`src/rtl/scaler_up.sv`:
```
// scaler_up: two-stage signed left-shift width expander with symmetric clamping
// and saturation statistics (sticky flag plus saturating event counter).

module scaler_up #(
    parameter int IN_WIDTH    = 8,
    parameter int OUT_WIDTH   = 16,
    parameter int SCALE_WIDTH = 4,
    parameter int CNT_WIDTH   = 16
) (
    input  logic                   clk_i,
    input  logic                   reset_i,
    input  logic                   in_valid_i,
    input  logic [IN_WIDTH-1:0]    in_i,
    input  logic [SCALE_WIDTH-1:0] scale_i,
    input  logic                   clear_i,
    output logic                   out_valid_o,
    output logic [OUT_WIDTH-1:0]   out_o,
    output logic                   sat_o,
    output logic                   sat_sticky_o,
    output logic [CNT_WIDTH-1:0]   sat_cnt_o
);

    localparam int SHIFT_MAX = (1 << SCALE_WIDTH) - 1;
    localparam int FULL_W    = IN_WIDTH + SHIFT_MAX;
    localparam int CMP_W     = (FULL_W > OUT_WIDTH) ? FULL_W : OUT_WIDTH;
    localparam int HEAD_W    = CMP_W - OUT_WIDTH + 1;

    localparam logic [CNT_WIDTH-1:0] CNT_MAX = {CNT_WIDTH{1'b1}};
    localparam logic [CNT_WIDTH-1:0] CNT_ONE = CNT_WIDTH'(1'b1);
    localparam logic [OUT_WIDTH-1:0] OUT_MAX = {1'b0, {(OUT_WIDTH-1){1'b1}}};
    localparam logic [OUT_WIDTH-1:0] OUT_MIN = {1'b1, {(OUT_WIDTH-1){1'b0}}};

    // Exact shift, then clamp: the result fits only if every bit from the
    // output sign position upward agrees. Returns {clipped, value}.
    function automatic logic [OUT_WIDTH:0] sat_shift(
        input logic [IN_WIDTH-1:0]    x,
        input logic [SCALE_WIDTH-1:0] sh
    );
        logic [CMP_W-1:0]     full;
        logic [HEAD_W-1:0]    head;
        logic [OUT_WIDTH-1:0] val;
        logic                 clip;
        full = {{(CMP_W-IN_WIDTH){x[IN_WIDTH-1]}}, x} << sh;
        head = full[CMP_W-1:OUT_WIDTH-1];
        if ((head == {HEAD_W{1'b0}}) || (head == {HEAD_W{1'b1}})) begin
            val  = full[OUT_WIDTH-1:0];
            clip = 1'b0;
        end else if (full[CMP_W-1]) begin
            val  = OUT_MIN;
            clip = 1'b1;
        end else begin
            val  = OUT_MAX;
            clip = 1'b1;
        end
        return {clip, val};
    endfunction

    logic [IN_WIDTH-1:0]    in_q,        in_d;
    logic [SCALE_WIDTH-1:0] scale_q,     scale_d;
    logic                   vld1_q,      vld1_d;
    logic                   out_valid_q, out_valid_d;
    logic [OUT_WIDTH-1:0]   out_q,       out_d;
    logic                   sat_q,       sat_d;
    logic                   sticky_q,    sticky_d;
    logic [CNT_WIDTH-1:0]   cnt_q,       cnt_d;

    logic [OUT_WIDTH:0]     res_s;
    logic                   sat_event_s;

    // Stage 1 capture: every cycle, so in/scale always travel together.
    always_comb begin
        in_d    = in_i;
        scale_d = scale_i;
        vld1_d  = in_valid_i;
    end

    // Stage 2 arithmetic; data holds across bubbles while sat drops to zero.
    always_comb begin
        res_s       = sat_shift(in_q, scale_q);
        sat_event_s = vld1_q & res_s[OUT_WIDTH];
        out_valid_d = vld1_q;
        sat_d       = sat_event_s;
        if (vld1_q) begin
            out_d = res_s[OUT_WIDTH-1:0];
        end else begin
            out_d = out_q;
        end
    end

    // Saturation statistics: a clamp coinciding with clear still counts once.
    always_comb begin
        sticky_d = sticky_q;
        cnt_d    = cnt_q;
        if (sat_event_s) begin
            sticky_d = 1'b1;
            if (clear_i) begin
                cnt_d = CNT_ONE;
            end else if (cnt_q != CNT_MAX) begin
                cnt_d = cnt_q + CNT_ONE;
            end else begin
                cnt_d = cnt_q;
            end
        end else if (clear_i) begin
            sticky_d = 1'b0;
            cnt_d    = {CNT_WIDTH{1'b0}};
        end else begin
            sticky_d = sticky_q;
            cnt_d    = cnt_q;
        end
    end

    // Pipeline and statistics registers with synchronous reset.
    always_ff @(posedge clk_i) begin
        if (reset_i) begin
            in_q        <= {IN_WIDTH{1'b0}};
            scale_q     <= {SCALE_WIDTH{1'b0}};
            vld1_q      <= 1'b0;
            out_valid_q <= 1'b0;
            out_q       <= {OUT_WIDTH{1'b0}};
            sat_q       <= 1'b0;
            sticky_q    <= 1'b0;
            cnt_q       <= {CNT_WIDTH{1'b0}};
        end else begin
            in_q        <= in_d;
            scale_q     <= scale_d;
            vld1_q      <= vld1_d;
            out_valid_q <= out_valid_d;
            out_q       <= out_d;
            sat_q       <= sat_d;
            sticky_q    <= sticky_d;
            cnt_q       <= cnt_d;
        end
    end

    assign out_valid_o  = out_valid_q;
    assign out_o        = out_q;
    assign sat_o        = sat_q;
    assign sat_sticky_o = sticky_q;
    assign sat_cnt_o    = cnt_q;

    scaler_up_checker #(
        .CNT_WIDTH (CNT_WIDTH)
    ) u_checker (
        .clk_i        (clk_i),
        .reset_i      (reset_i),
        .out_valid_i  (out_valid_q),
        .sat_i        (sat_q),
        .sat_sticky_i (sticky_q),
        .sat_cnt_i    (cnt_q)
    );

endmodule

// Output-relationship invariants for scaler_up.
module scaler_up_checker #(
    parameter int CNT_WIDTH = 16
) (
    input logic                 clk_i,
    input logic                 reset_i,
    input logic                 out_valid_i,
    input logic                 sat_i,
    input logic                 sat_sticky_i,
    input logic [CNT_WIDTH-1:0] sat_cnt_i
);

    a_sat_needs_valid : assert property (@(posedge clk_i) disable iff (reset_i)
        sat_i |-> out_valid_i);

    a_sat_sets_sticky : assert property (@(posedge clk_i) disable iff (reset_i)
        sat_i |-> sat_sticky_i);

    a_cnt_implies_sticky : assert property (@(posedge clk_i) disable iff (reset_i)
        (sat_cnt_i != {CNT_WIDTH{1'b0}}) |-> sat_sticky_i);

endmodule

```
`config.mk`:
```
export PLATFORM = sky130hd
export DESIGN_NAME = scaler_up
export DESIGN_NICKNAME = d
export VERILOG_FILES = /design/src/rtl/scaler_up.sv
export SDC_FILE = /design/constraint.sdc
export NUM_CORES = 1
export LEC_CHECK = 0
export CAP_MARGIN = 10
export CORE_ASPECT_RATIO = 1.5
export CORE_MARGIN = 2
export CORE_UTILIZATION = 52
export CTS_CLUSTER_SIZE = 8
export DETAILED_ROUTE_END_ITERATION = 16
export GPL_TIMING_DRIVEN = 0
export PLACE_DENSITY = 0.8
export SYNTH_ARGS = -nofsm -noshare
export SYNTH_HDL_FRONTEND = slang
export SYNTH_HIERARCHICAL = 1
export SYNTH_SLANG_ARGS = --single-unit
export TNS_END_PERCENT = 50
```
`constraint.sdc`:
```
create_clock -name clk_i -period 2.6 [get_ports clk_i]
set_input_delay 0.26 -clock clk_i [delete_from_list [all_inputs] [get_ports clk_i]]
set_output_delay 0.26 -clock clk_i [all_outputs]
set_load 0.005 [all_outputs]
```
==> results.ini, run 1 <==
[placement]
dp_cells = 440
place_ws_ps = 22.0
gp_congestion = 0.924
dp.final_hpwl_um = 5280
portBuffers = 50

[clock_tree]
h-tree-depth = 2
numClockSinks = 48
cts_tree = yes
cts-hold-fix-buffers = 0
root_buffer = clkbuf_8
cts.reportedPaths.clkPinSlew_ps = 90
cts_buffers = 5
post_cts_buffers = 0
clockBufferDepth = 2
insertion_delay_ps = 310

[hold_path]
hold_path.class = register to register
hold_depth = 2
min-delay-start = sat_sticky_o
hold_end = sat_sticky_o

[power_and_ir_drop]
vdd_drop_max_mv = 0.574
power_w = 0.00167
clkPwrFrac_pct = 34.2
p_switching_w = 0.000447
p_leak_nw = 1.21
p_int_w = 0.00122
swShare_pct = 26.8
p_per_area_mw_per_mm2 = 478
comb_power_share_pct = 18.7
seqPwrFrac_pct = 47.1

[detailed_routing]
vias = 2759
wirelength_um = 7230
dr.pass1.iters = 5
drt_iter0_markers = 219
drc = 0
via_per_inst = 6.16
drtAntennaViolNets = 0
drt-wirelength-per-cell_um = 16.1

[timing]
drv_slew = 0
period_needed_ps = 2490
relSlewSlack_pct = 64.5
worst_slack_ps = 108
tightest_slew_ps = 532
hold_viol_final = 0
rsz0062_at_grt = true
fin_skew_ps = 12.2
timing.fmax_mhz = 401
finalSetupViolations = 0
finalCritPeriodShare_pct = 95.8

[cells_and_area]
drive_gt1_share_pct = 10.8
syn2layout_area_growth_pct = 27.1
antenna_cells = 0
instances_no_fill = 448
fin_nets = 396
fillerInstances = 456
fin_util_pct = 68.2

[synthesis]
ys_top_cells_by_area = dfxtp_1 (35%), mux2i_1 (5.5%), nor2b_1 (3.9%), a21oi_1 (3.6%), a211oi_1 (3.6%)
yosysUniqueCellTypes = 55
yosys.area.top_type = dfxtp_1
async_flop_share_pct = 0
synth_seq_cells = 48
synthCells = 322
synth-edff-count = 0
post_synth.cell_area_avg_sq_um = 8.53
seq_area_frac_synth_pct = 35.0
synth_area_sq_mm = 0.00275
synthesis.nets = 339
ys_warn_count = 6
synth_top_area_share_pct = 35.0
synth_ff_type = dfxtp_1

[job]
cap_violations = 0

[worst_setup_path]
crit_type = register to register
critical_path_arrival_ps = 2670
reg2regPathDepth = 7
r2r-end = out_o[9]
critPathCaptureType = register
worstSetupStartpointType = register
r2r-start = scale_q[1]
cp.required_ps = 2780
r2r_slack_ps = 110
crit_path_max_fanout = 10

[grt]
track_usage_pct = 25.3
antenna_found_initial = 0
grt_pass1_wl_um = 12100
grt_max_degree = 16
grt_pass1_vias = 2626
overflow = 0

[floorplan]
die_w_um = 63.4
die_area_sq_mm = 0.00589
io_pins = 51
core_sq_mm = 0.00512
fp.dieH_um = 93.0
initial_core_util_pct = 53.6
rows = 32

[outcome]
outcome = complete, no violations

cell families (layout without fill, tap and decap cells):
family	after synthesis	in the layout	synth area share (%)
AND/OR/NAND/NOR	127	127	25.2
AO/OA/AOI/OAI	88	88	23.5
flip-flops	48	48	35.0
buffers and inverters	35	93	6.37
multiplexers	23	23	9.43
adder cells (fa/ha/maj)	1	1	0.455
layout by cell type (no fill, tap or decap), drive strengths merged, types with 5 or more instances in the layout:
cell,Yosys,layout
nor2,23,23
nand2b,10,10
nand2,23,23
or3,7,7
nand3,11,11
buf,13,12
mux2,7,7
a21oi,20,20
a221oi,5,5
clkbuf,10,17
or4,10,10
a211oi,13,13
and3,8,8
clkdlybuf4s50,0,50
o21ai,10,10
mux2i,15,15
inv,9,9
nor2b,17,17
dfxtp,48,48
o31ai,10,10
what timing repair did:
action / in CTS / in global routing
gates cloned: 0 / 0
endpoints found under the hold margin: 0 / 0
setup endpoints to repair: 4 / 21
resized for setup: 2 / 11
flip-flops by register name, indices dropped and copies added (netlist names):
signal and count:
out_o 16, out_valid_o 1, sat_o 1, in_q 8, scale_q 4, sat_sticky_o 1
out_valid_d 1, sat_cnt_o 16
worst max-delay path, cell delays in order, from the launching register on:
cell and delay [ps]:
dfxtp_2 360, buf_6 150, mux2_4 300, mux4_2 550, or3_4 430, buf_6 150
a221oi_1 310, o32ai_1 110
power groups by stage:
| stage | sequential (W) | clock [W] | combinational, W |
|---|---|---|---|
| after floorplan | 0.000798 | 0 | 0.000195 |
| after global placement | 0.000802 | 0 | 0.000296 |
| after detailed placement | 0.000803 | 0 | 0.000301 |
| after CTS | 0.000786 | 0.000579 | 0.000306 |
| after global routing | 0.000791 | 0.000610 | 0.000341 |
| final | 0.000787 | 0.000570 | 0.000312 |
worst max path at each step:
stage / start / slack (ps) / cells past startpoint / endpoint
floorplan: scale_q[1] / 260 / 7 / out_o[10]
global placement: scale_q[1] / 90 / 8 / sat_cnt_o[1]
detailed placement: scale_q[3] / 20 / 9 / sat_cnt_o[4]
CTS: scale_q[0] / 30 / 9 / out_o[9]
global route: scale_q[0] / -1 / 8 / sat_cnt_o[11]
finish: scale_q[1] / 110 / 7 / out_o[9]
cells in the mapped netlist, types with 3 or more instances:
master and number:
dfxtp_1 48, nand2_1 23, nor2_1 23, a21oi_1 20, nor2b_1 17, mux2i_1 15, a211oi_1 13, nand3_1 11
clkbuf_1 10, nand2b_1 10, o31ai_1 10, or4_1 10, inv_1 9, o21ai_0 9, and3_1 8, or3_1 6
a221oi_1 5, buf_2 5, mux2_2 5, nand3b_1 4, a31oi_1 3, a41o_1 3, and4_1 3, buf_1 3
buf_6 3, clkinv_1 3, nand4_1 3, o22ai_1 3, o32ai_1 3
layout make-up:
class                           count  area, sq um  share of cell area [%]
Buffer                             23          140                    4.01
Clock buffer                        6         82.6                    2.36
Clock inverter                      2         38.8                    1.11
Inverter                           12         48.8                    1.40
Multi-Input combinational cell    239         1640                    46.8
Sequential cell                    48          962                    27.5
Tap cell                           68         85.1                    2.44
Timing Repair Buffer               50          500                    14.3
metal layers:
metal  part of all wire [%]  global-route usage [%]
met3                    4.7                    3.97
met4                    2.7                    12.1
met1                     39                    27.2
met2                     54                    47.4
met5                      0                       0
through the flow:
step / cell area [sq um] / setup TNS [ps] / hold slack (ps)
after floorplan: 2750 / 0 / 388
after global placement: 3330 / 0 / 461
after detailed placement: 3330 / 0 / 471
after CTS: 3460 / 0 / 484
after global routing: 3490 / -1.40 / 500
final: 3490 / 0 / 482
(Power assumes the default switching activity.)
==> run 2, diff against run 1 <==
--- a/config.mk
+++ b/config.mk
@@ -5,13 +5,14 @@
 export SDC_FILE = /design/constraint.sdc
 export NUM_CORES = 1
 export LEC_CHECK = 0
-export CAP_MARGIN = 10
+export CAP_MARGIN = 40
 export CORE_ASPECT_RATIO = 1.5
 export CORE_MARGIN = 2
 export CORE_UTILIZATION = 52
 export CTS_CLUSTER_SIZE = 8
 export DETAILED_ROUTE_END_ITERATION = 16
 export GPL_TIMING_DRIVEN = 0
+export HOLD_SLACK_MARGIN = 0.03
 export PLACE_DENSITY = 0.8
 export SYNTH_ARGS = -nofsm -noshare
 export SYNTH_HDL_FRONTEND = slang
==> results of run 2 <==
No change in the layout: final DEF, timing and power equal those of run 1.
